**src/rtl/dt_engine_param_pkg.sv**
```systemverilog
// Shared types and arithmetic for the parametrised distance-transform engine.
package dt_pkg;

  typedef enum logic [2:0] {
    ST_IDLE,
    ST_FWD_FETCH,
    ST_FWD_RD,
    ST_FWD_WR,
    ST_BWD_RD,
    ST_BWD_WR,
    ST_FIN
  } dt_state_e;

  localparam logic MODE_CHESS = 1'b0;
  localparam logic MODE_CITY  = 1'b1;

  // min of four neighbours plus one, clamped to 2^w-1 (w <= 32)
  function automatic logic [31:0] sat_min_inc(input logic [31:0] a, input logic [31:0] b,
                                              input logic [31:0] c, input logic [31:0] d,
                                              input int unsigned w);
    logic [31:0] m;
    logic [32:0] s;
    logic [32:0] lim;
    m = a;
    if (b < m) m = b;
    if (c < m) m = c;
    if (d < m) m = d;
    s   = {1'b0, m} + 33'd1;
    lim = (33'd1 << w) - 33'd1;
    return (s > lim) ? lim[31:0] : s[31:0];
  endfunction

endpackage

```
**src/rtl/dt_engine_param_if.sv**
```systemverilog
// ROM/RAM bus between the distance-transform engine and its memories.
interface dt_engine_param_if #(
  parameter int unsigned STI_AW = 10,
  parameter int unsigned STI_W  = 16,
  parameter int unsigned RES_AW = 14,
  parameter int unsigned DIST_W = 8
);
  logic              sti_rd;
  logic [STI_AW-1:0] sti_addr;
  logic [STI_W-1:0]  sti_di;
  logic              res_rd;
  logic              res_wr;
  logic [RES_AW-1:0] res_addr;
  logic [DIST_W-1:0] res_do;
  logic [DIST_W-1:0] res_di;

  modport master (
    output sti_rd, sti_addr, res_rd, res_wr, res_addr, res_do,
    input  sti_di, res_di
  );

  modport slave (
    input  sti_rd, sti_addr, res_rd, res_wr, res_addr, res_do,
    output sti_di, res_di
  );
endinterface

```
**src/rtl/dt_engine_param_min_sat.sv**
```systemverilog
// dt_min_sat: 4-input min, +1, clamp; diagonals masked off in city-block mode.
// Optional DT_SAT_FLAG_EN adds o_sat (result was clamped).
module dt_min_sat
  import dt_pkg::*;
#(
  parameter int unsigned DIST_W = 8
) (
  input  logic [DIST_W-1:0] i_a,
  input  logic [DIST_W-1:0] i_b,
  input  logic [DIST_W-1:0] i_c,
  input  logic [DIST_W-1:0] i_d,
  input  logic              i_city,
`ifdef DT_SAT_FLAG_EN
  output logic              o_sat,
`endif
  output logic [DIST_W-1:0] o_res
);
  logic [DIST_W-1:0] w_c;
  logic [DIST_W-1:0] w_d;

  assign w_c   = i_city ? '1 : i_c;
  assign w_d   = i_city ? '1 : i_d;
  assign o_res = DIST_W'(sat_min_inc(32'(i_a), 32'(i_b), 32'(w_c), 32'(w_d), DIST_W));

`ifdef DT_SAT_FLAG_EN
  // clamping happens exactly when every input already sits at the maximum
  assign o_sat = &{i_a, i_b, w_c, w_d};
`endif
endmodule

```
**src/rtl/dt_engine_param.sv**
```systemverilog
// Two-pass chessboard/city-block distance transform, sti ROM -> res RAM.
// Define DT_SAT_FLAG_EN to add the sticky sat_flag output.
module dt_engine_param
  import dt_pkg::*;
#(
  parameter int unsigned IMG_W  = 128,
  parameter int unsigned IMG_H  = 128,
  parameter int unsigned STI_W  = 16,
  parameter int unsigned DIST_W = 8,
  parameter int unsigned STI_AW = $clog2(IMG_W*IMG_H/STI_W),
  parameter int unsigned RES_AW = $clog2(IMG_W*IMG_H)
) (
  input  logic clk,
  input  logic reset,
  input  logic start,
  input  logic mode,
  output logic busy,
  output logic done,
`ifdef DT_SAT_FLAG_EN
  output logic sat_flag,
`endif
  dt_engine_param_if.master mem
);
  localparam int unsigned CW = $clog2(IMG_W+1);
  localparam int unsigned RW = $clog2(IMG_H+1);
  localparam int unsigned BW = $clog2(STI_W+1);
  localparam logic [RES_AW-1:0] LP_W    = RES_AW'(IMG_W);
  localparam logic [RES_AW-1:0] LP_WM1  = RES_AW'(IMG_W-1);
  localparam logic [RES_AW-1:0] LP_LAST = RES_AW'(IMG_W*IMG_H-1);
  localparam logic [CW-1:0]     LP_CMAX = CW'(IMG_W-1);
  localparam logic [RW-1:0]     LP_RMAX = RW'(IMG_H-1);
  localparam logic [BW-1:0]     LP_BMAX = BW'(STI_W-1);

  dt_state_e r_state, w_next;
  logic [1:0]        r_phase, w_phase_nx;
  logic [RES_AW-1:0] r_pix;
  logic [CW-1:0]     r_col;
  logic [RW-1:0]     r_row;
  logic [BW-1:0]     r_bit;
  logic [STI_AW-1:0] r_sti;
  logic [STI_W-1:0]  r_word;
  logic              r_mode, r_sti_pend, r_rd_pend, r_busy, r_done;
  logic [DIST_W-1:0] r_w, r_nw, r_n, r_own, r_s, r_e, r_se;
  logic [DIST_W-1:0] w_rdata, w_a, w_b, w_c, w_cand, w_new, w_fwd_val;
  logic              w_first_row, w_last_row, w_first_col, w_last_col;
  logic              w_first_pix, w_last_pix, w_obj;
`ifdef DT_SAT_FLAG_EN
  logic              w_sat, r_sat_flag;
  assign sat_flag = r_sat_flag;
`endif

  assign busy        = r_busy;
  assign done        = r_done;
  assign w_rdata     = r_rd_pend ? mem.res_di : '0;
  assign w_obj       = r_word[STI_W-1];
  assign w_first_row = (r_row == '0);
  assign w_last_row  = (r_row == LP_RMAX);
  assign w_first_col = (r_col == '0);
  assign w_last_col  = (r_col == LP_CMAX);
  assign w_first_pix = (r_pix == '0);
  assign w_last_pix  = (r_pix == LP_LAST);
  assign w_fwd_val   = w_obj ? w_cand : '0;
  assign w_new       = (w_cand < r_own) ? w_cand : r_own;

  // forward uses W/N/NW/NE, backward E/S/SE/SW; the fourth operand is always the last RAM read
  always_comb begin
    if (r_state == ST_FWD_WR) begin
      w_a = r_w;
      w_b = r_n;
      w_c = r_nw;
    end else begin
      w_a = r_e;
      w_b = r_s;
      w_c = r_se;
    end
  end

  dt_min_sat #(.DIST_W(DIST_W)) u_min_sat (
    .i_a    (w_a),
    .i_b    (w_b),
    .i_c    (w_c),
    .i_d    (w_rdata),
    .i_city (r_mode == MODE_CITY),
`ifdef DT_SAT_FLAG_EN
    .o_sat  (w_sat),
`endif
    .o_res  (w_cand)
  );

  always_ff @(posedge clk or negedge reset) begin
    if (!reset) begin
      r_state <= ST_IDLE;
      r_phase <= '0;
    end else begin
      r_state <= w_next;
      r_phase <= w_phase_nx;
    end
  end

  always_comb begin
    w_next       = r_state;
    w_phase_nx   = r_phase;
    mem.sti_rd   = 1'b0;
    mem.sti_addr = '0;
    mem.res_rd   = 1'b0;
    mem.res_wr   = 1'b0;
    mem.res_addr = '0;
    mem.res_do   = '0;
    case (r_state)
      ST_IDLE: if (start) w_next = ST_FWD_FETCH;
      ST_FWD_FETCH: begin
        mem.sti_rd   = 1'b1;
        mem.sti_addr = r_sti;
        w_next       = ST_FWD_RD;
        w_phase_nx   = 2'd0;
      end
      ST_FWD_RD: begin
        if (r_phase == 2'd0) begin
          mem.res_rd   = !w_first_row;
          mem.res_addr = r_pix - LP_W;
          w_phase_nx   = 2'd1;
        end else begin
          mem.res_rd   = !w_first_row && !w_last_col;
          mem.res_addr = r_pix - LP_WM1;
          w_next       = ST_FWD_WR;
        end
      end
      ST_FWD_WR: begin
        mem.res_wr   = 1'b1;
        mem.res_addr = r_pix;
        mem.res_do   = w_fwd_val;
        w_phase_nx   = 2'd0;
        if (w_last_pix)             w_next = ST_BWD_RD;
        else if (r_bit == LP_BMAX)  w_next = ST_FWD_FETCH;
        else                        w_next = ST_FWD_RD;
      end
      ST_BWD_RD: begin
        if (r_phase == 2'd0) begin
          mem.res_rd   = 1'b1;
          mem.res_addr = r_pix;
          w_phase_nx   = 2'd1;
        end else if (r_phase == 2'd1) begin
          mem.res_rd   = !w_last_row;
          mem.res_addr = r_pix + LP_W;
          w_phase_nx   = 2'd2;
        end else begin
          mem.res_rd   = !w_last_row && !w_first_col;
          mem.res_addr = r_pix + LP_WM1;
          w_next       = ST_BWD_WR;
        end
      end
      ST_BWD_WR: begin
        mem.res_addr = r_pix;
        if ((r_own != '0) && (w_cand < r_own)) begin
          mem.res_wr = 1'b1;
          mem.res_do = w_cand;
        end
        w_phase_nx = 2'd0;
        w_next     = w_first_pix ? ST_FIN : ST_BWD_RD;
      end
      ST_FIN:  w_next = ST_IDLE;
      default: w_next = ST_IDLE;
    endcase
  end

  always_ff @(posedge clk or negedge reset) begin
    if (!reset) begin
      r_pix <= '0; r_col <= '0; r_row <= '0; r_bit <= '0; r_sti <= '0; r_word <= '0;
      r_mode <= MODE_CHESS; r_sti_pend <= 1'b0; r_rd_pend <= 1'b0;
      r_busy <= 1'b0; r_done <= 1'b0;
      r_w <= '0; r_nw <= '0; r_n <= '0; r_own <= '0; r_s <= '0; r_e <= '0; r_se <= '0;
`ifdef DT_SAT_FLAG_EN
      r_sat_flag <= 1'b0;
`endif
    end else begin
      r_sti_pend <= mem.sti_rd;
      r_rd_pend  <= mem.res_rd;
      if (r_sti_pend) r_word <= mem.sti_di;
      case (r_state)
        ST_IDLE: if (start) begin
          r_mode <= mode; r_busy <= 1'b1; r_done <= 1'b0;
          r_pix <= '0; r_col <= '0; r_row <= '0; r_bit <= '0; r_sti <= '0;
          r_w <= '0; r_nw <= '0;
`ifdef DT_SAT_FLAG_EN
          r_sat_flag <= 1'b0;
`endif
        end
        ST_FWD_FETCH: r_sti <= r_sti + STI_AW'(1);
        ST_FWD_RD: if (r_phase == 2'd1) r_n <= w_rdata;
        ST_FWD_WR: begin
          r_word <= r_word << 1;
          r_w    <= w_last_col ? '0 : w_fwd_val;
          r_nw   <= w_last_col ? '0 : r_n;
`ifdef DT_SAT_FLAG_EN
          if (w_obj && w_sat) r_sat_flag <= 1'b1;
`endif
          if (w_last_pix) begin
            r_e  <= '0;
            r_se <= '0;
          end else begin
            r_pix <= r_pix + RES_AW'(1);
            r_bit <= (r_bit == LP_BMAX) ? '0 : r_bit + BW'(1);
            if (w_last_col) begin
              r_col <= '0;
              r_row <= r_row + RW'(1);
            end else begin
              r_col <= r_col + CW'(1);
            end
          end
        end
        ST_BWD_RD: begin
          if (r_phase == 2'd1) r_own <= w_rdata;
          if (r_phase == 2'd2) r_s   <= w_rdata;
        end
        ST_BWD_WR: begin
          r_e  <= w_first_col ? '0 : w_new;
          r_se <= w_first_col ? '0 : r_s;
          if (!w_first_pix) begin
            r_pix <= r_pix - RES_AW'(1);
            if (w_first_col) begin
              r_col <= LP_CMAX;
              r_row <= r_row - RW'(1);
            end else begin
              r_col <= r_col - CW'(1);
            end
          end
        end
        ST_FIN: begin
          r_busy <= 1'b0;
          r_done <= 1'b1;
        end
        default: ;
      endcase
    end
  end
endmodule

```
**src/flat_wrapper.sv**
```systemverilog
// flat-port wrapper written by rule: the top's interface ports become plain ports
module dt_engine_param_flat import dt_pkg::*;
#(
  parameter int unsigned IMG_W  = 128,
  parameter int unsigned IMG_H  = 128,
  parameter int unsigned STI_W  = 16,
  parameter int unsigned DIST_W = 8,
  parameter int unsigned STI_AW = $clog2(IMG_W*IMG_H/STI_W),
  parameter int unsigned RES_AW = $clog2(IMG_W*IMG_H)
)
  (clk, reset, start, mode, busy, done, mem_sti_rd, mem_sti_addr, mem_res_rd, mem_res_wr, mem_res_addr, mem_res_do, mem_sti_di, mem_res_di);
  dt_engine_param_if #(.STI_AW(STI_AW), .STI_W(STI_W), .RES_AW(RES_AW), .DIST_W(DIST_W)) mem_i ();
  input  logic clk;
  input  logic reset;
  input  logic start;
  input  logic mode;
  output logic busy;
  output logic done;
  output wire logic [$bits(mem_i.sti_rd)-1:0] mem_sti_rd;
  output wire logic [$bits(mem_i.sti_addr)-1:0] mem_sti_addr;
  output wire logic [$bits(mem_i.res_rd)-1:0] mem_res_rd;
  output wire logic [$bits(mem_i.res_wr)-1:0] mem_res_wr;
  output wire logic [$bits(mem_i.res_addr)-1:0] mem_res_addr;
  output wire logic [$bits(mem_i.res_do)-1:0] mem_res_do;
  input wire logic [$bits(mem_i.sti_di)-1:0] mem_sti_di;
  input wire logic [$bits(mem_i.res_di)-1:0] mem_res_di;
  assign mem_sti_rd = mem_i.sti_rd;
  assign mem_sti_addr = mem_i.sti_addr;
  assign mem_res_rd = mem_i.res_rd;
  assign mem_res_wr = mem_i.res_wr;
  assign mem_res_addr = mem_i.res_addr;
  assign mem_res_do = mem_i.res_do;
  assign mem_i.sti_di = mem_sti_di;
  assign mem_i.res_di = mem_res_di;
  dt_engine_param #(.IMG_W(IMG_W), .IMG_H(IMG_H), .STI_W(STI_W), .DIST_W(DIST_W), .STI_AW(STI_AW), .RES_AW(RES_AW)) u_core (.clk(clk), .reset(reset), .start(start), .mode(mode), .busy(busy), .done(done), .mem(mem_i));
endmodule
```
**config.mk**
```make
export PLATFORM = sky130hd
export DESIGN_NAME = dt_engine_param_flat
export DESIGN_NICKNAME = d
export VERILOG_FILES = /design/src/rtl/dt_engine_param_pkg.sv /design/src/rtl/dt_engine_param_if.sv /design/src/rtl/dt_engine_param_min_sat.sv /design/src/rtl/dt_engine_param.sv /design/src/flat_wrapper.sv
export SDC_FILE = /design/constraint.sdc
export NUM_CORES = 1
export LEC_CHECK = 0
export ABC_AREA = 1
export CAP_MARGIN = 0
export CORE_ASPECT_RATIO = 2
export CORE_MARGIN = 2
export CORE_UTILIZATION = 49
export CTS_CLUSTER_DIAMETER = 30
export DETAILED_ROUTE_END_ITERATION = 7
export DONT_BUFFER_PORTS = 1
export GPL_TIMING_DRIVEN = 0
export SYNTH_ARGS = -nofsm -noshare
export SYNTH_HDL_FRONTEND = slang
export SYNTH_SLANG_ARGS = --single-unit
```
**constraint.sdc**
```tcl
create_clock -name clk -period 10.2 [get_ports clk]
set_clock_uncertainty 0.2 [all_clocks]
set_input_delay 0 -clock clk [delete_from_list [all_inputs] [get_ports clk]]
set_output_delay 0 -clock clk [all_outputs]
set_load 0.02 [all_outputs]
```
==> run summary, run 1 <==
Status -> completed
Portion of synthesized cell area occupied by the leading cell type -> 35.21%
DRC violation total after the first TritonRoute iteration -> 467
Share of final-layout standard cells stronger than drive strength 1 -> 6.432%
Fin crit share -> 91.59%
Unrepaired setup endpoints after global routing -> false
Cell area after layout -> 10,280 um2
Hold WS -> 0.04530 ns
Critical path launch point type -> flop
Count of max-cap constraint violations -> 0
Instance area at placement -> 9304 um2
Leakage power summed over all cells -> 5.044 nW
Port Buf Inserts -> 0
Critical path capture point type -> primary output
Setup slack of the worst register-to-register path -> 1.27 ns
Number of buffers inserted during clock tree synthesis -> 17
Core utilization of the finished layout -> 56.71%
Flip-flop cell with the highest count after synthesis -> dfrtp_1
EDFF count, synth -> 0
Reg clk slew, reported paths -> 0.06 ns
Number of nets in the synthesized netlist -> 1,358
Kind of cell with the highest combined delay on the critical path -> simple AND/OR/NAND/NOR gates
Most common cell in the netlist -> nand2_1
Share of flip-flops with an asynchronous set or reset -> 100.0%
Buffer levels on the longest clock path -> 2
Crit path largest cell delay -> 0.52 ns
Number of detailed-route iterations in the first pass -> 6
WS Path Type -> reg -> out
Die outline height -> 195.9 um
Register-to-Register Path Depth -> 46
TritonCTS clock tree -> done
H-tree depth -> 4
Drt total wl -> 28,280 um
Final Max Tran Viols -> 0
I/O pin count -> 65
Critical Path Fanout Max -> 10
DR vias -> 8,812
Maximum number of pins on one net before global-route repair -> 128
Peak Freq -> 107.0 MHz
Residual DRC -> 0
Flip-flop count of the largest register, all copies and words added -> 16
Final worst path period need -> 9.342 ns
Slew at the pin closest to its max-slew limit -> 0.8816 ns
Starting density of the core -> 49.79%
Die X-Extent -> 99.97 um
Filler instances -> 1,836
Yosys Warn Count -> 0
Core outline area -> 18,130 um2
Half-perimeter wire length after detailed placement -> 21,580 um
Share of the yosys chip area belonging to registers -> 35.21%
ANT nets after route -> 0
Top cell type by total area after synthesis -> dfrtp_1
Later-pin clock latency in the skew report -> 0.43 ns
Largest registers -> u_core.r_word (16), u_core.r_pix (14), u_core.r_sti (10)
Total inserted antenna cells -> 0
Top post-synthesis cells by count -> nand2_1 (278), inv_1 (195), dfrtp_1 (127), o21ai_0 (120), nor2_1 (107)
Tightest slew margin relative to the limit -> 41.01%
Area growth from synthesis to final layout -> 13.90%
Library cell used as clock root buffer -> clkbuf_16
Grt ovf -> 0
Number of synthesized register bits -> 127
Power per standard cell area -> 344.5 nW/um2
Top post-synthesis cells by area -> dfrtp_1 (35%), nand2_1 (12%), inv_1 (8.1%)
Sum Neg Setup Slack -> 0 ns
Required time at the worst-slack endpoint -> 10.00 ns
Worst IR Drop VDD -> 257.9 uV
Clk sink count -> 127
Avg Cell Area, Syn -> 7.107 um2
Routed length per placed instance -> 18.21 um
FF-to-FF End -> u_core.r_e[3]$_DFFE_PN0P_
Final nets -> 1,413
Post-synthesis cell count -> 1,270
Reg with most FFs -> u_core.r_word
Cell with the biggest individual delay on the critical path -> dfrtp_1
GR Util All Layers -> 29.78%
Worst min path class -> in -> async
Via-per-instance ratio -> 5.674
Antenna violations before repair -> 0
Synthesized area -> 9026 um2
Reg-to-reg critical path startpoint -> u_core.r_state[2]$_DFFE_PN0P_
Number of global-route vias before repair -> 9,027
Routability-driven placement congestion ratio -> 0.9298
Sum of buffers and inverters on the critical path -> 9
Data arrival time of the critical path -> 9.14 ns
Number of distinct library cell variants in the gate-level netlist after synthesis -> 48
Cell row count -> 70
Final hold violation count -> 0
DIE AREA -> 19,590 um2
Endpoints failing setup -> 0
First-pass GRT wire length -> 44,980 um
==> where the power goes <==
part,switching (mW),internal (mW)
Clock,0.245,0.355
Sequential,0.0418,0.590
Combinational,1.63,0.683
==> worst max-delay path by stage <==
stage                          endpoint  cells past startpoint                           from
after global placement    mem_res_do[5]                     47  u_core.r_state[1]$_DFFE_PN0P_
final                     mem_res_do[1]                     45  u_core.r_state[2]$_DFFE_PN0P_
after floorplan           mem_res_do[0]                     47  u_core.r_state[1]$_DFFE_PN0P_
after detailed placement  mem_res_do[6]                     47  u_core.r_state[1]$_DFFE_PN0P_
after CTS                 mem_res_do[6]                     47  u_core.r_state[1]$_DFFE_PN0P_
after global routing      mem_res_do[2]                     45  u_core.r_state[2]$_DFFE_PN0P_
==> through the flow <==
step	power, mW	setup WS [ns]	std cells
2_1_floorplan	2.252	2.379	1270
3_3_place_gp	2.848	0.1565	1486
3_5_place_dp	2.872	0.1240	1486
4_1_cts	3.511	0.03008	1547
5_1_grt	3.861	0.1163	1553
6_report	3.542	0.8581	1553
==> layout make-up <==
type	count	area (um2)	area share, %
repair buffers	37	370.4	3.602
well taps	216	270.3	2.629
multi-input cells	900	4955	48.19
clock buffers	20	466.7	4.539
inverters	202	758.2	7.375
plain buffers	40	175.2	1.704
clock inverters	11	107.6	1.047
flip-flops and latches	127	3178	30.91
==> metal layers <==
layer / up-vias / part of all wire [%] / global-route usage [%]
li1: 4345 / - / -
met1: 4135 / 34 / 27.38
met2: 237 / 56 / 58.83
met3: 95 / 3.5 / 4.346
met4: 0 / 6.0 / 18.11
met5: - / 0 / 0
==> cell usage in the layout (no fill, tap or decap), types with 10 or more instances in the layout <==
cell,count
a21oi_1,44
xor2_1,10
o21ai_0,120
clkbuf_16,17
dfrtp_1,127
inv_1,195
dlygate4sd3_1,29
nor3_1,19
clkbuf_1,30
ha_1,58
nand2_2,10
o22ai_1,32
nand4_1,19
o221ai_1,18
a31oi_1,10
nor2_1,106
nand3_1,88
nand2_1,278
==> kinds of logic after synthesis <==
family,count (synthesis),synth area share [%]
compound gates,274,17.98
simple gates,550,26.41
fa+ha+maj,60,8.484
buf+inv,243,10.37
xor+xnor,16,1.552
flops,127,35.21
==> repair_timing <==
action	in CTS	in global routing
pin swaps	0	2
buffers inserted	0	7
resized for setup	2	7
endpoints found under the hold margin	179	0
gates cloned	0	0
setup endpoints to repair	9	17
hold buffers	30	0
(Power assumes the default switching activity.)
==> inputs of run 2 (changes only) <==
--- a/config.mk
+++ b/config.mk
@@ -14,6 +14,7 @@
 export DETAILED_ROUTE_END_ITERATION = 7
 export DONT_BUFFER_PORTS = 1
 export GPL_TIMING_DRIVEN = 0
+export PLACE_DENSITY = 0.74
 export SYNTH_ARGS = -nofsm -noshare
 export SYNTH_HDL_FRONTEND = slang
 export SYNTH_SLANG_ARGS = --single-unit
==> run 2 against run 1 <==
- the flow now finishes with violations (hold timing)
- worst setup slack lost 0.14 ns
- largest cell class unchanged
- design area is essentially flat
- clock power grew 4.7%
- clock-buffer cell count grew 3
- non-clock buffer count shrank 6
- critical endpoint is now mem_res_do[5]
- power grew 1.0%
- sequential power is essentially flat
- critical path type unchanged
- highest routed layer unchanged
- hold slack lost 0.065 ns
==> run summary, run 2 (synthesis gave the netlist of run 1 again) <==
Crit path largest cell delay -> 0.42 ns (-0.10 ns)
Required time at the worst-slack endpoint -> 10.00 ns (about the same)
Via-per-instance ratio -> 5.798 (+2.2%)
Unrepaired setup endpoints after global routing -> false
Core outline area -> 18,130 um2 (unchanged)
Critical path capture point type -> primary output
Die outline height -> 195.9 um (unchanged)
Half-perimeter wire length after detailed placement -> 21,320 um (-1.2%)
Endpoints failing setup -> 0 (unchanged)
Reg clk slew, reported paths -> 0.06 ns (about the same)
Count of max-cap constraint violations -> 0 (unchanged)
DRC violation total after the first TritonRoute iteration -> 549 (+18%)
Hold WS -> -0.01928 ns (-0.06458 ns)
Cell occurring most often along the worst timing path -> nand2_1
Slew at the pin closest to its max-slew limit -> 0.8993 ns (+0.01770 ns)
Number of detailed-route iterations in the first pass -> 6 (unchanged)
WS Path Type -> reg -> out
Routability-driven placement congestion ratio -> 1.005 (+8.1%)
Setup WS post-layout -> 0.7226 ns (-0.1356 ns)
Worst min path class -> in -> async
Port Buf Inserts -> 0 (unchanged)
Combinational fraction of design power -> 64.7% (-0.5 points)
Sequential Power Share -> 17.7% (about the same)
H-tree depth -> 4 (unchanged)
Overall power after layout -> 3.578 mW (+1.0%)
TritonCTS clock tree -> done
Sequential cell area in the final layout -> 3178 um2 (unchanged)
Failing checks -> hold timing
Starting density of the core -> 49.79% (unchanged)
Area growth from synthesis to final layout -> 13.79% (about the same)
Antenna violations before repair -> 0 (unchanged)
Setup slack at placement -> 0.09337 ns (-0.03067 ns)
Largest registers -> u_core.r_word (16), u_core.r_pix (14), u_core.r_sti (10)
Data arrival time of the critical path -> 9.28 ns (+0.14 ns)
Share of final-layout standard cells stronger than drive strength 1 -> 5.931% (-0.50 points)
Buffer levels on the longest clock path -> 2 (unchanged)
Area taken by multi-input logic gates -> 4962 um2 (+0.15%)
Total instance count after detailed placement -> 1,486 (unchanged)
Drt total wl -> 27,830 um (-1.6%)
Internal power -> 1.659 mW (+1.9%)
Peak Freq -> 105.5 MHz (-1.4%)
Library cell used as clock root buffer -> clkbuf_16
Routed length per placed instance -> 17.98 um (-1.3%)
Final hold violation count -> 2 (+2)
Setup crit start -> u_core.r_state[1]$_DFFE_PN0P_
Cell with the biggest individual delay on the critical path -> clkbuf_2
Later-pin clock latency in the skew report -> 0.42 ns (about the same)
Final nets -> 1,407 (-0.42%)
ANT nets after route -> 0 (unchanged)
Most frequent cells in the layout -> nand2_1 (278), inv_1 (195), dfrtp_1 (127)
DIE AREA -> 19,590 um2 (unchanged)
Number of global-route vias before repair -> 9,074 (+0.52%)
DR vias -> 8,976 (+1.9%)
Filler-free cell count of the finished design -> 1,548 (-0.32%)
Cell area after layout -> 10,270 um2 (about the same)
First-pass GRT wire length -> 44,550 um (-0.97%)
Filler instances -> 1,729 (-5.8%)
Most common cell after layout, fill and taps aside -> nand2_1
Total inserted antenna cells -> 0 (unchanged)
Residual DRC -> 0 (unchanged)
Flip-flop count of the largest register, all copies and words added -> 16 (unchanged)
Grt ovf -> 0 (unchanged)
Status -> complete, but fails checks
Clk sink count -> 127 (unchanged)
Final worst path period need -> 9.477 ns (+0.1356 ns)
Die X-Extent -> 99.97 um (unchanged)
Sum Neg Setup Slack -> 0 ns (unchanged)
Power per standard cell area -> 348.4 nW/um2 (+1.1%)
Reg-to-reg critical path startpoint -> u_core.r_state[1]$_DFFE_PN0P_
Worst IR Drop VDD -> 233.6 uV (-9.4%)
Net Sw Power -> 1.919 mW (+0.28%)
Part of the total power dissipated in the clock network -> 17.6% (+0.6 points)
Leakage power summed over all cells -> 5.026 nW (-0.36%)
Final Max Tran Viols -> 0 (unchanged)
Reg with most FFs -> u_core.r_word
Maximum number of pins on one net before global-route repair -> 128 (unchanged)
Instance area at placement -> 9304 um2 (unchanged)
Proportion of total power due to net switching -> 53.63% (-0.40 points)
Fin crit share -> 92.92% (+1.3 points)
Critical path launch point type -> flop
GR Util All Layers -> 29.17% (-0.61 points)
Cell row count -> 70 (unchanged)
Tightest slew margin relative to the limit -> 39.90% (-1.1 points)
Number of buffers inserted during clock tree synthesis -> 17 (unchanged)
I/O pin count -> 65 (unchanged)
Critical Path Fanout Max -> 17 (+7)
## run 2: cell types whose count changed in the layout (fill, tap and decap cells not counted)
| cell | previous run | this run |
|---|---|---|
| clkbuf_1 | 30 | 34 |
| a21oi_2 | 7 | 9 |
| buf_4 | 8 | 2 |
| inv_6 | 3 | 0 |
| a21oi_1 | 44 | 42 |
| clkbuf_8 | 3 | 2 |
| bufinv_16 | 1 | 3 |
| clkinvlp_4 | 2 | 1 |
## run 2: final timing paths
path	end	slack, ns	depth (start not counted)
worst max-delay path	mem_res_do[5]	0.72	48
min in group clk	u_core.r_word[5]$_DFFE_PN0P_	0.08	3
worst max register to register	u_core.r_e[2]$_DFFE_PN0P_	1.17	49
worst min-delay path	u_core.r_sti[9]$_DFFE_PN0P_	-0.02	2
max in group asynchronous	u_core.r_own[1]$_DFFE_PN0P_	9.25	2
worst min register to register	u_core.r_sti[9]$_DFFE_PN0P_	0.28	1
## run 2: repair_timing
action,CTS,global route
buffers inserted,0,1
hold buffers,30,0
endpoints found under the setup margin,9,17
gates resized for setup,2,9
endpoints found under the hold margin,179,0
pin swaps,0,1
## run 2: layout make-up
type | instances | area share [%]
plain buffers | 40 | 1.705
clock buffers | 23 | 4.556
clock inverters | 9 | 1.303
inverters | 202 | 7.382
multi-input cells | 900 | 48.31
flip-flops and latches | 127 | 30.94
well taps | 216 | 2.631
repair buffers | 31 | 3.167
## run 2: critical path, delay by kind of cell, from the launching register on
family / cells / cell delay, ns
adders and majority gates: 5 / 1.49
DFF: 1 / 0.35
and+or+nand+nor: 26 / 3.09
buffers and inverters: 8 / 1.61
AOI/OAI and AO/OA: 9 / 2.28
## run 2: metal layers
| metal | vias to the layer above | GRT usage [%] | routed length, um |
|---|---|---|---|
| li1 | 4333 | - | - |
| met1 | 4196 | 27.94 | 9264 |
| met2 | 326 | 54.70 | 15040 |
| met3 | 121 | 4.916 | 1399 |
| met4 | 0 | 20.24 | 2122 |
| met5 | - | 0 | 0 |
## run 2: power groups by stage
stage	combinational, mW	clock (mW)	sequential, mW
2_1_floorplan	1.62	0	0.630
3_3_place_gp	2.19	0	0.638
3_5_place_dp	2.22	0	0.640
4_1_cts	2.26	0.633	0.633
5_1_grt	2.57	0.657	0.642
6_report	2.32	0.629	0.633
## run 2: per-stage QoR
stage	util, %	hold WS (ns)
6_report	56.65	-0.01928
5_1_grt	56.65	0.08598
4_1_cts	56.44	0.06488
3_5_place_dp	51.32	-0.4930
3_3_place_gp	51.28	-0.4929
2_1_floorplan	-	-0.4956
==> inputs of run 3 (changes only) <==
--- a/config.mk
+++ b/config.mk
@@ -5,7 +5,7 @@
 export SDC_FILE = /design/constraint.sdc
 export NUM_CORES = 1
 export LEC_CHECK = 0
-export ABC_AREA = 1
+export ABC_AREA = 0
 export CAP_MARGIN = 0
 export CORE_ASPECT_RATIO = 2
 export CORE_MARGIN = 2
==> run 3 against run 2 <==
- the run still ends with hold timing left
- core utilization up 4.1 points
- non-clock buffer count grew 54
- first-iteration DRC count is 3.1% lower
- sequential power down 13%
==> run summary, run 3 <==
DR vias -> 9,517 (+6.0%)
DIE AREA -> 20,430 um2 (+4.3%)
Most common cell in the netlist -> nand2_1
Area growth from synthesis to final layout -> 21.31%
Largest registers -> u_core.r_word (16), u_core.r_pix (14), u_core.r_sti (10)
Maximum number of pins on one net before global-route repair -> 128 (unchanged)
Residual DRC -> 0 (unchanged)
Peak Freq -> 99.47 MHz (-5.7%)
Reg clk slew, reported paths -> 0.06 ns (about the same)
Count of max-cap constraint violations -> 0 (unchanged)
Library cell used as clock root buffer -> clkbuf_16
Top post-synthesis cells by area -> dfrtp_1 (34%), ha_1 (7.6%), nand2_1 (6.4%)
Portion of synthesized cell area occupied by the leading cell type -> 33.72% (-1.5 points)
Critical path launch point type -> flop
Status -> complete, but fails checks
First-pass GRT wire length -> 49,830 um (+12%)
Worst min path class -> in -> async
Final Max Tran Viols -> 0 (unchanged)
Number of global-route vias before repair -> 9,590 (+5.7%)
Starting density of the core -> 50.05% (+0.26 points)
Drt total wl -> 32,020 um (+15%)
Most common cell after layout, fill and taps aside -> nand2_1
EDFF count, synth -> 0 (unchanged)
Number of buffers inserted during clock tree synthesis -> 17 (unchanged)
Setup slack of the worst register-to-register path -> 0.38 ns (-0.79 ns)
Port Buf Inserts -> 0 (unchanged)
Half-perimeter wire length after detailed placement -> 22,860 um (+7.2%)
Later-pin clock latency in the skew report -> 0.42 ns (about the same)
Critical path capture point type -> primary output
Via-per-instance ratio -> 6.311 (+8.8%)
ANT nets after route -> 0 (unchanged)
Final hold violation count -> 9 (+7)
Data arrival time of the critical path -> 9.85 ns (+0.57 ns)
Share of the yosys chip area belonging to registers -> 33.72% (-1.5 points)
Hold WS -> -0.01712 ns (+0.002153 ns)
Antenna violations before repair -> 0 (unchanged)
Failing checks -> hold timing
Power per standard cell area -> 309.7 nW/um2 (-11%)
Reg with most FFs -> u_core.r_word
Core outline area -> 18,830 um2 (+3.9%)
Endpoints failing setup -> 0 (unchanged)
Crit path largest cell delay -> 0.52 ns (+0.10 ns)
GR Util All Layers -> 31.52% (+2.4 points)
Number of nets in the synthesized netlist -> 1,238 (-8.8%)
Critical Path Fanout Max -> 8 (-9)
Setup crit start -> u_core.r_state[1]$_DFFE_PN0P_
Flip-flop cell with the highest count after synthesis -> dfrtp_1
Most frequent cells in the layout -> nand2_1 (161), dfrtp_1 (127), o21ai_0 (109)
Grt ovf -> 0 (unchanged)
Required time at the worst-slack endpoint -> 10.00 ns (about the same)
I/O pin count -> 65 (unchanged)
Number of synthesized register bits -> 127 (unchanged)
WS Path Type -> reg -> out
Buffer levels on the longest clock path -> 2 (unchanged)
Final worst path period need -> 10.05 ns (+0.5754 ns)
Slew at the pin closest to its max-slew limit -> 1.207 ns (+0.3073 ns)
Clk sink count -> 127 (unchanged)
Total inserted antenna cells -> 0 (unchanged)
Sum Neg Setup Slack -> 0 ns (unchanged)
Top cell type by total area after synthesis -> dfrtp_1
Cell row count -> 71 (+1.4%)
H-tree depth -> 4 (unchanged)
Worst IR Drop VDD -> 217.6 uV (-6.9%)
Share of final-layout standard cells stronger than drive strength 1 -> 13.73% (+7.8 points)
Die outline height -> 200.1 um (+2.1%)
TritonCTS clock tree -> done
Reg-to-reg critical path startpoint -> u_core.r_state[1]$_DFFE_PN0P_
Avg Cell Area, Syn -> 8.189 um2 (+15%)
Number of distinct library cell variants in the gate-level netlist after synthesis -> 77 (+60%)
Total instance count after detailed placement -> 1,406 (-5.4%)
DRC violation total after the first TritonRoute iteration -> 532 (-3.1%)
Synthesized area -> 9425 um2 (+4.4%)
Yosys Warn Count -> 0 (unchanged)
Tightest slew margin relative to the limit -> 19.35% (-21 points)
Post-synthesis cell count -> 1,151 (-9.4%)
Filler-free cell count of the finished design -> 1,508 (-2.6%)
Final nets -> 1,328 (-5.6%)
Flip-flop count of the largest register, all copies and words added -> 16 (unchanged)
Leakage power summed over all cells -> 4.858 nW (-3.3%)
Top post-synthesis cells by count -> nand2_1 (161), dfrtp_1 (127), o21ai_0 (113), nor2_1 (100), a21oi_1 (75)
Routed length per placed instance -> 21.23 um (+18%)
Share of flip-flops with an asynchronous set or reset -> 100.0% (unchanged)
Cell with the biggest individual delay on the critical path -> mux2i_1
Fin crit share -> 98.56% (+5.6 points)
Number of detailed-route iterations in the first pass -> 7 (+1)
Routability-driven placement congestion ratio -> 1.008 (+0.35%)
Die X-Extent -> 102.1 um (+2.1%)
run 3: path summary, 6_finish.rpt:
| kind | end | cells past startpoint |
|---|---|---|
| setup / recovery | mem_res_do[4] | 44 |
| hold / removal | u_core.r_pix[3]$_DFFE_PN0P_ | 2 |
| setup reg to reg | u_core.r_e[3]$_DFFE_PN0P_ | 44 |
| hold reg to reg | u_core.r_bit[3]$_DFFE_PN0P_ | 1 |
| max in group asynchronous | u_core.r_word[9]$_DFFE_PN0P_ | 2 |
| min in group clk | u_core.r_word[0]$_DFFE_PN0P_ | 3 |
run 3: per-stage QoR:
stage / cell area (um2) / power [mW] / utilization [%] / setup WS, ns
4_1_cts: 11020 / 3.180 / 58.54 / 0.003766
2_1_floorplan: 9425 / 1.766 / - / 0.6631
6_report: 11430 / 3.541 / 60.71 / 0.1471
3_3_place_gp: 9744 / 2.157 / 51.74 / -1.830
5_1_grt: 11430 / 3.715 / 60.71 / -0.1851
3_5_place_dp: 9746 / 2.194 / 51.75 / -1.888
run 3: routing by layer:
metal	wire (um)	GRT usage, %	share of wire (%)	vias up
met4	2601	22.67	8.1	0
met2	16970	55.40	53	434
met5	0	0	0	-
li1	-	-	-	4367
met3	1691	7.048	5.3	171
met1	10750	31.39	34	4545
run 3: kinds of logic (layout without fill, tap and decap cells):
| logic type | count (synthesis) | count (layout) | synth area share (%) |
|---|---|---|---|
| compound gates | 361 | 361 | 25.24 |
| xor+xnor | 25 | 25 | 2.323 |
| fa+ha+maj | 61 | 61 | 8.204 |
| buf+inv | 119 | 221 | 5.044 |
| flops | 127 | 127 | 33.72 |
| mux | 53 | 53 | 5.748 |
| simple gates | 405 | 405 | 19.73 |
run 3: timing repair:
item / in CTS / in global routing
gates cloned: 0 / 1
setup buffers: 20 / 22
endpoints found under the setup margin: 24 / 17
hold endpoints to repair: 180 / 0
hold buffers: 30 / 0
pin swaps: 14 / 19
gates resized for setup: 58 / 44
run 3: where the power goes:
group | internal, mW | total (mW) | switching [mW]
registers | 0.525 | 0.552 | 0.0268
clock network | 0.363 | 0.590 | 0.227
logic | 0.967 | 2.40 | 1.43
run 3: worst max-delay path: cells and delay by family (launching register included):
family | cells | cell delay (ns)
fa+ha+maj | 5 | 1.40
mux | 6 | 1.93
flops | 1 | 0.36
compound gates | 12 | 2.55
simple gates | 11 | 1.62
buf+inv | 10 | 1.55
run 3: cell type report:
cell class	instances	area, um2
Multi-Input combinational cell	905	6182
Fill cell	1644	7400
Buffer	52	274.0
Clock buffer	21	450.4
Tap cell	255	319.1
Sequential cell	127	3178
Inverter	65	244.0
Clock inverter	10	115.1
Timing Repair Buffer	73	670.6
